===== config.mk =====
export PLATFORM = sky130hd
export DESIGN_NAME = pipe_stage_reg
export DESIGN_NICKNAME = d
export VERILOG_FILES = /design/src/rtl/pipe_stage_reg.sv
export SDC_FILE = /design/constraint.sdc
export NUM_CORES = 1
export LEC_CHECK = 0
export BUFFER_PORTS_ARGS = -buffer_cell sky130_fd_sc_hd__buf_4
export CORE_UTILIZATION = 56
export CTS_BUF_LIST = sky130_fd_sc_hd__clkbuf_16
export DETAILED_ROUTE_END_ITERATION = 16
export PLACE_DENSITY_LB_ADDON = 0.1
export SKIP_CTS_REPAIR_TIMING = 1
export SLEW_MARGIN = 0
export SYNTH_ARGS = -nofsm -noshare
export SYNTH_HDL_FRONTEND = slang
export SYNTH_SLANG_ARGS = --single-unit

===== constraint.sdc =====
create_clock -name clk -period 4.9 [get_ports clk]
set_clock_uncertainty 0.2 [all_clocks]
set_input_delay 0.98 -clock clk [delete_from_list [all_inputs] [get_ports clk]]
set_output_delay 0.98 -clock clk [all_outputs]
set_load 0.005 [all_outputs]

===== src/rtl/pipe_stage_reg.sv =====
// Elastic pipeline register: 2-entry skid buffer with valid/ready handshake, stall and flush.
// Optional saturating stall counter enabled by defining PIPE_STAGE_STATS_EN.
module pipe_stage_reg #(
  parameter int unsigned DATA_W = 145,
  parameter int unsigned CNT_W  = 32
) (
  input  logic              clk,
  input  logic              reset,
  input  logic              in_valid,
  output logic              in_ready,
  input  logic [DATA_W-1:0] in_data,
  input  logic              flush,
  output logic              out_valid,
  input  logic              out_ready,
  output logic [DATA_W-1:0] out_data,
  output logic [CNT_W-1:0]  stall_cnt
);

  typedef enum logic [1:0] {
    ST_EMPTY = 2'd0,
    ST_ONE   = 2'd1,
    ST_FULL  = 2'd2
  } state_t;

  state_t            r_state;
  logic              r_in_ready;
  logic              r_out_valid;
  logic [DATA_W-1:0] r_m;
  logic [DATA_W-1:0] r_s;

  logic w_accept;
  logic w_pop;

  assign w_accept = in_valid & r_in_ready;
  assign w_pop    = r_out_valid & out_ready;

  // M is always the older entry; emptied registers are zeroed so invalid cycles present NOP.
  always_ff @(posedge clk) begin
    if (reset || flush) begin
      r_state     <= ST_EMPTY;
      r_m         <= '0;
      r_s         <= '0;
      r_out_valid <= 1'b0;
      r_in_ready  <= 1'b1;
    end else begin
      case (r_state)
        ST_EMPTY: begin
          if (w_accept) begin
            r_state     <= ST_ONE;
            r_m         <= in_data;
            r_out_valid <= 1'b1;
          end
        end
        ST_ONE: begin
          if (w_accept && w_pop) begin
            r_m <= in_data;
          end else if (w_accept) begin
            r_state    <= ST_FULL;
            r_s        <= in_data;
            r_in_ready <= 1'b0;
          end else if (w_pop) begin
            r_state     <= ST_EMPTY;
            r_m         <= '0;
            r_out_valid <= 1'b0;
          end
        end
        ST_FULL: begin
          if (w_pop) begin
            r_state    <= ST_ONE;
            r_m        <= r_s;
            r_s        <= '0;
            r_in_ready <= 1'b1;
          end
        end
        default: begin
          r_state     <= ST_EMPTY;
          r_m         <= '0;
          r_s         <= '0;
          r_out_valid <= 1'b0;
          r_in_ready  <= 1'b1;
        end
      endcase
    end
  end

  assign in_ready  = r_in_ready;
  assign out_valid = r_out_valid;
  assign out_data  = r_m;

`ifdef PIPE_STAGE_STATS_EN
  logic [CNT_W-1:0] r_stall_cnt;

  // Saturating count of cycles where a valid item is held back; only reset clears it.
  always_ff @(posedge clk) begin
    if (reset) begin
      r_stall_cnt <= '0;
    end else if (r_out_valid && !out_ready && (r_stall_cnt != {CNT_W{1'b1}})) begin
      r_stall_cnt <= r_stall_cnt + CNT_W'(1);
    end
  end

  assign stall_cnt = r_stall_cnt;
`else
  assign stall_cnt = '0;
`endif

endmodule

After elaboration in Yosys (flattened, before gate mapping)
Index checks and enable logic that the tools add are counted.
{"block": "word_totals", "register_bits": 294, "latch_bits": 0, "ramBits": 0, "rom_bits": 0, "in_bits": 150, "out_inout_bits": 179, "n_memories": 0}
{"block": "op_classes", "addsub": 0, "n_mul": 0, "div": 0, "magnitude_cmp": 0, "eq_ne": 11, "n_shift": 0, "muxes": 23, "n_bitwise": 4, "reduce_logical": 7}
{"cell": "145-bit 2-to-1 mux", "count": 6}
{"cell": "145-bit case mux with 3 select lines", "count": 2}
{"cell": "2-bit != test, second input constant", "count": 6}
{"cell": "4-bit AND reduction", "count": 3}
{"cell": "2-bit 2-to-1 mux", "count": 5}
{"cell": "3-bit != test, second input constant", "count": 3}
{"cell": "1-bit 2-to-1 mux", "count": 7}
{"cell": "1-bit case mux with 3 select lines", "count": 2}
{"cell": "2-bit case mux with 3 select lines", "count": 1}
{"cell": "5-bit AND reduction", "count": 1}
{"cell": "1-bit AND", "count": 2}
{"cell": "2-bit by 1-bit equality test with 1-bit output, second input constant", "count": 1}
{"cell": "2-bit equality test, second input constant", "count": 1}
{"cell": "2-bit logical NOT", "count": 1}
{"cell": "1-bit inverter", "count": 2}
{"cell": "1-bit logical AND", "count": 1}
{"cell": "1-bit logical OR", "count": 1}

Depth between registers and ports, before layout
{"block": "logic_depth", "depth_word": 5, "depth_mapped": 8, "depth_no_buf": 4}

Worst setup path after synthesis
OpenSTA, ideal clock, no wires.
{"block": "synth_path", "kind": "input port to flip-flop", "from": "in out_ready", "to": "reg r_m[51], in the netlist out_data[51]", "arrival_ns": 1.929, "slack_ns": 2.643, "cell_stages": 7, "path_buffers": 3, "cell_sequence": "a21boi_2 > nor3_1 > buf_2 > buf_4 > buf_4 > a222oi_1 > nor2_1"}
{"block": "synth_via", "elab_chain_cells": 4, "elab_cells_between_ends": 8}
{"item": "start, declared", "line": "14", "text": "input logic out_ready,"}
{"item": "1-bit AND *", "line": "35", "text": "assign w_pop = r_out_valid & out_ready;"}
{"item": "1-bit logical AND", "line": "55", "text": "if (w_accept && w_pop) begin"}
{"item": "3-bit != test (no line) / 145-bit 2-to-1 mux (equally long branches)"}
{"item": "4-bit AND reduction (no line) / 145-bit case mux with 3 select lines (equally long branches)"}
{"item": "end signal, assigned", "line": "50", "text": "r_m <= in_data;"}
{"item": "end signal, assigned", "line": "56", "text": "r_m <= in_data;"}
{"item": "end signal, assigned", "line": "70", "text": "r_m <= r_s;"}
{"item": "end, declared", "line": "28", "text": "logic [DATA_W-1:0] r_m;"}
Every way passes the cells marked *; elsewhere a longest branch is shown, timed or not.
A chain may end at the register's enable or synchronous reset.

Worst setup path in the final report
{"block": "layout_path", "from": "reg r_state[1]", "to": "reg r_m[67], in the netlist out_data[67]"}
{"block": "layout_via", "elab_chain_cells": 3, "elab_cells_between_ends": 9}
{"item": "start, declared", "line": "25", "text": "state_t r_state;"}
{"item": "start signal, assigned", "line": "40", "text": "r_state <= ST_EMPTY;"}
{"item": "start signal, assigned", "line": "49", "text": "r_state <= ST_ONE;"}
{"item": "start signal, assigned", "line": "58", "text": "r_state <= ST_FULL;"}
{"item": "2-bit by 1-bit equality test with 1-bit output, or another cell as far along", "line": "46", "text": "case (r_state)"}
{"item": "3-bit != test (no line) / 2-bit != test (equally long branches)"}
{"item": "4-bit AND reduction (no line)"}
Parallel ways exist; a longest one is shown, timed or not.

==> metrics.md <==
| Metric | Value |
|---|---|
| Worst min path class | register to register |
| CP max FO | 67 |
| Drt total wl | 30800 um |
| Initial Util | 0.571 |
| Post-synthesis sequential area ratio | 0.511 |
| Final TNS setup | 0 ps |
| # diodes | 0 |
| Initial antenna violation count | 0 |
| Placed Instance Area | 13500 sq um |
| Clk buf depth | 3 |
| Worst-path clk slew | 60 ps |
| Reg2reg start | r_state[1] |
| Startpoint types | register |
| Max VDD drop | 0.269 mV |
| Layout area overhead | 25.0% |
| Core ar. | 20200 sq um |
| Residual DRC | 0 |
| Status | finished clean |
| RSZ-0062 raised after global routing | no |
| Worst EP arrival | 2970 ps |
| DP Worst Slack | 1850 ps |
| First-pass GRT wire length | 49100 um |
| Fin. max-slew vios | 0 |
| Global route overflow | 0 |
| Vias/cell | 5.80 |
| Post-Syn Instances | 1198 |
| Mapped Area | 11500 sq um |
| WL per Instance | 17.9 um |
| Slew headroom | 0.304 |
| Non-Filler Instances | 1716 |
| Synthesis warning total | 0 |
| Clk sinks | 294 |
| Worst reg2reg endpoint | out_data[67] |
| FP Rows | 52 |
| Crit Path Class | register to register |
| Worst-Skew Late Latency | 550 ps |
| WHS Path Cells | 2 |
| Maximum Capacitance Violations | 0 |
| Final Hold Viols | 0 |
| Nets | 1573 |
| CP Capture Type | register |
| Total CTS buffers | 29 |
| Pin count of the biggest net entering global routing | 146 |
| Share of layout cells above drive strength 1 | 0.250 |
| Commonest non-fill, non-tap cell in the layout | buf_4 |
| Top-Level Pins | 329 |
| Setup-failing EPs final | 0 |
| Pwr dens | 353 nW/um^2 |
| # H-tree levels | 1 |
| Fin crit share | 0.551 |
| Root cell of the clock tree | clkbuf_16 |
| #FFs+latches synth | 294 |
| Worst slew pin tran | 1040 ps |
| Final worst path period need | 2700 ps |
| Post-DP HPWL | 18000 um |
| Fin worst setup slack | 2200 ps |
| IO buf count | 296 |
| Die Y | 145 um |
| Total track usage | 0.280 |
| Ys flop type | dfxtp_1 |
| Cells after DPL | 1662 |
| R2R depth | 4 |
| Vias in the first global route | 9651 |
| First drt pass iteration count | 10 |
| Gpl congestion | 0.747 |
| Synthesized area per cell | 9.61 sq um |
| Yosys cell types | 25 |
| Leak pwr | 6.48 nW |
| Final hold slack | 259 ps |
| Power consumption | 5.08 mW |
| Async set-reset flop share out of synthesis | 0 |
| Post-route ant nets | 0 |
| Final Util | 0.713 |
| Die area | 21100 sq um |
| Crit path required time | 5170 ps |
| Worst Hold Path EP | r_s[109] |
| Post-synth EDFFs | 0 |
| Vias | 9952 |
| DR iter-0 viols | 1247 |
| FMAX | 370 MHz |
| CTS tree | built |
| Setup slack, reg-to-reg | 2200 ps |
| Die X-Extent | 145 um |
| Most frequent cells in the layout | buf_4 (305), dfxtp_1 (294), nand2_1 (293) |
| Hold wc startpoint | r_s[109] |
| Fin area | 14400 sq um |
==> layer usage <==
layer | track usage | routed length [um] | vias to the layer above
met5 | 0 | 0 | -
met4 | 0.0868 | 686 | 0
met3 | 0.0768 | 2940 | 44
met2 | 0.470 | 14800 | 407
met1 | 0.350 | 12300 | 4841
li1 | - | - | 4660
==> flip-flops by register name, indices dropped and copies added (netlist names) <==
| signal | flops |
|---|---|
| r_state | 2 |
| in_ready | 1 |
| out_data | 145 |
| r_s | 145 |
| out_valid | 1 |
==> worst max-delay path, stage by stage (launching register included) <==
cell	delay (ps)
dfxtp_1	600
and4b_4	650
buf_4	690
a222oi_1	240
nor2_1	160
==> how the worst max path moves through the flow <==
stage               startpoint       endpoint  slack (ps)  cells after the start
floorplan            out_ready   out_data[51]        2640                      7
global placement     out_ready   out_data[56]        1880                      5
detailed placement   out_ready  out_data[144]        1850                      5
CTS                 r_state[1]   out_data[67]        2240                      4
global route        r_state[1]   out_data[61]        2020                      4
finish              r_state[1]   out_data[67]        2200                      4
==> synth_stat cells, types with 2 or more instances <==
| master | number | area share |
|---|---|---|
| clkbuf_1 | 50 | 0.016 |
| nor2b_1 | 2 | 0.0011 |
| and2_1 | 3 | 0.0016 |
| a222oi_1 | 145 | 0.13 |
| o21ai_0 | 2 | 0.00087 |
| buf_4 | 41 | 0.027 |
| buf_6 | 20 | 0.020 |
| nand2_1 | 293 | 0.096 |
| dfxtp_1 | 294 | 0.51 |
| and3_1 | 2 | 0.0011 |
| a21oi_1 | 4 | 0.0017 |
| nor3_1 | 3 | 0.0013 |
| mux2i_1 | 145 | 0.13 |
| buf_2 | 35 | 0.015 |
| nor2_1 | 149 | 0.049 |
==> power by group <==
group | internal (mW) | total [mW] | leakage, nW | switching [mW]
Combinational | 0.233 | 0.501 | 3.65 | 0.268
Clock | 1.18 | 2.12 | 0.459 | 0.935
Sequential | 2.43 | 2.46 | 2.38 | 0.0270
==> kinds of logic after synthesis <==
logic type      synth area share
xor+xnor                0.000761
mux                        0.126
flops                      0.511
simple gates               0.152
compound gates             0.132
buf+inv                   0.0779
other cells             0.000326
==> layout make-up <==
type | instances | area, sq um
timing repair buffer | 309 | 2370
sequential | 294 | 5890
fill | 1602 | 5790
tap | 270 | 338
clock inverter | 25 | 179
multi-input combinational | 789 | 4880
clock buffer | 29 | 726
Note: power is estimated with default switching activity, not from simulation.
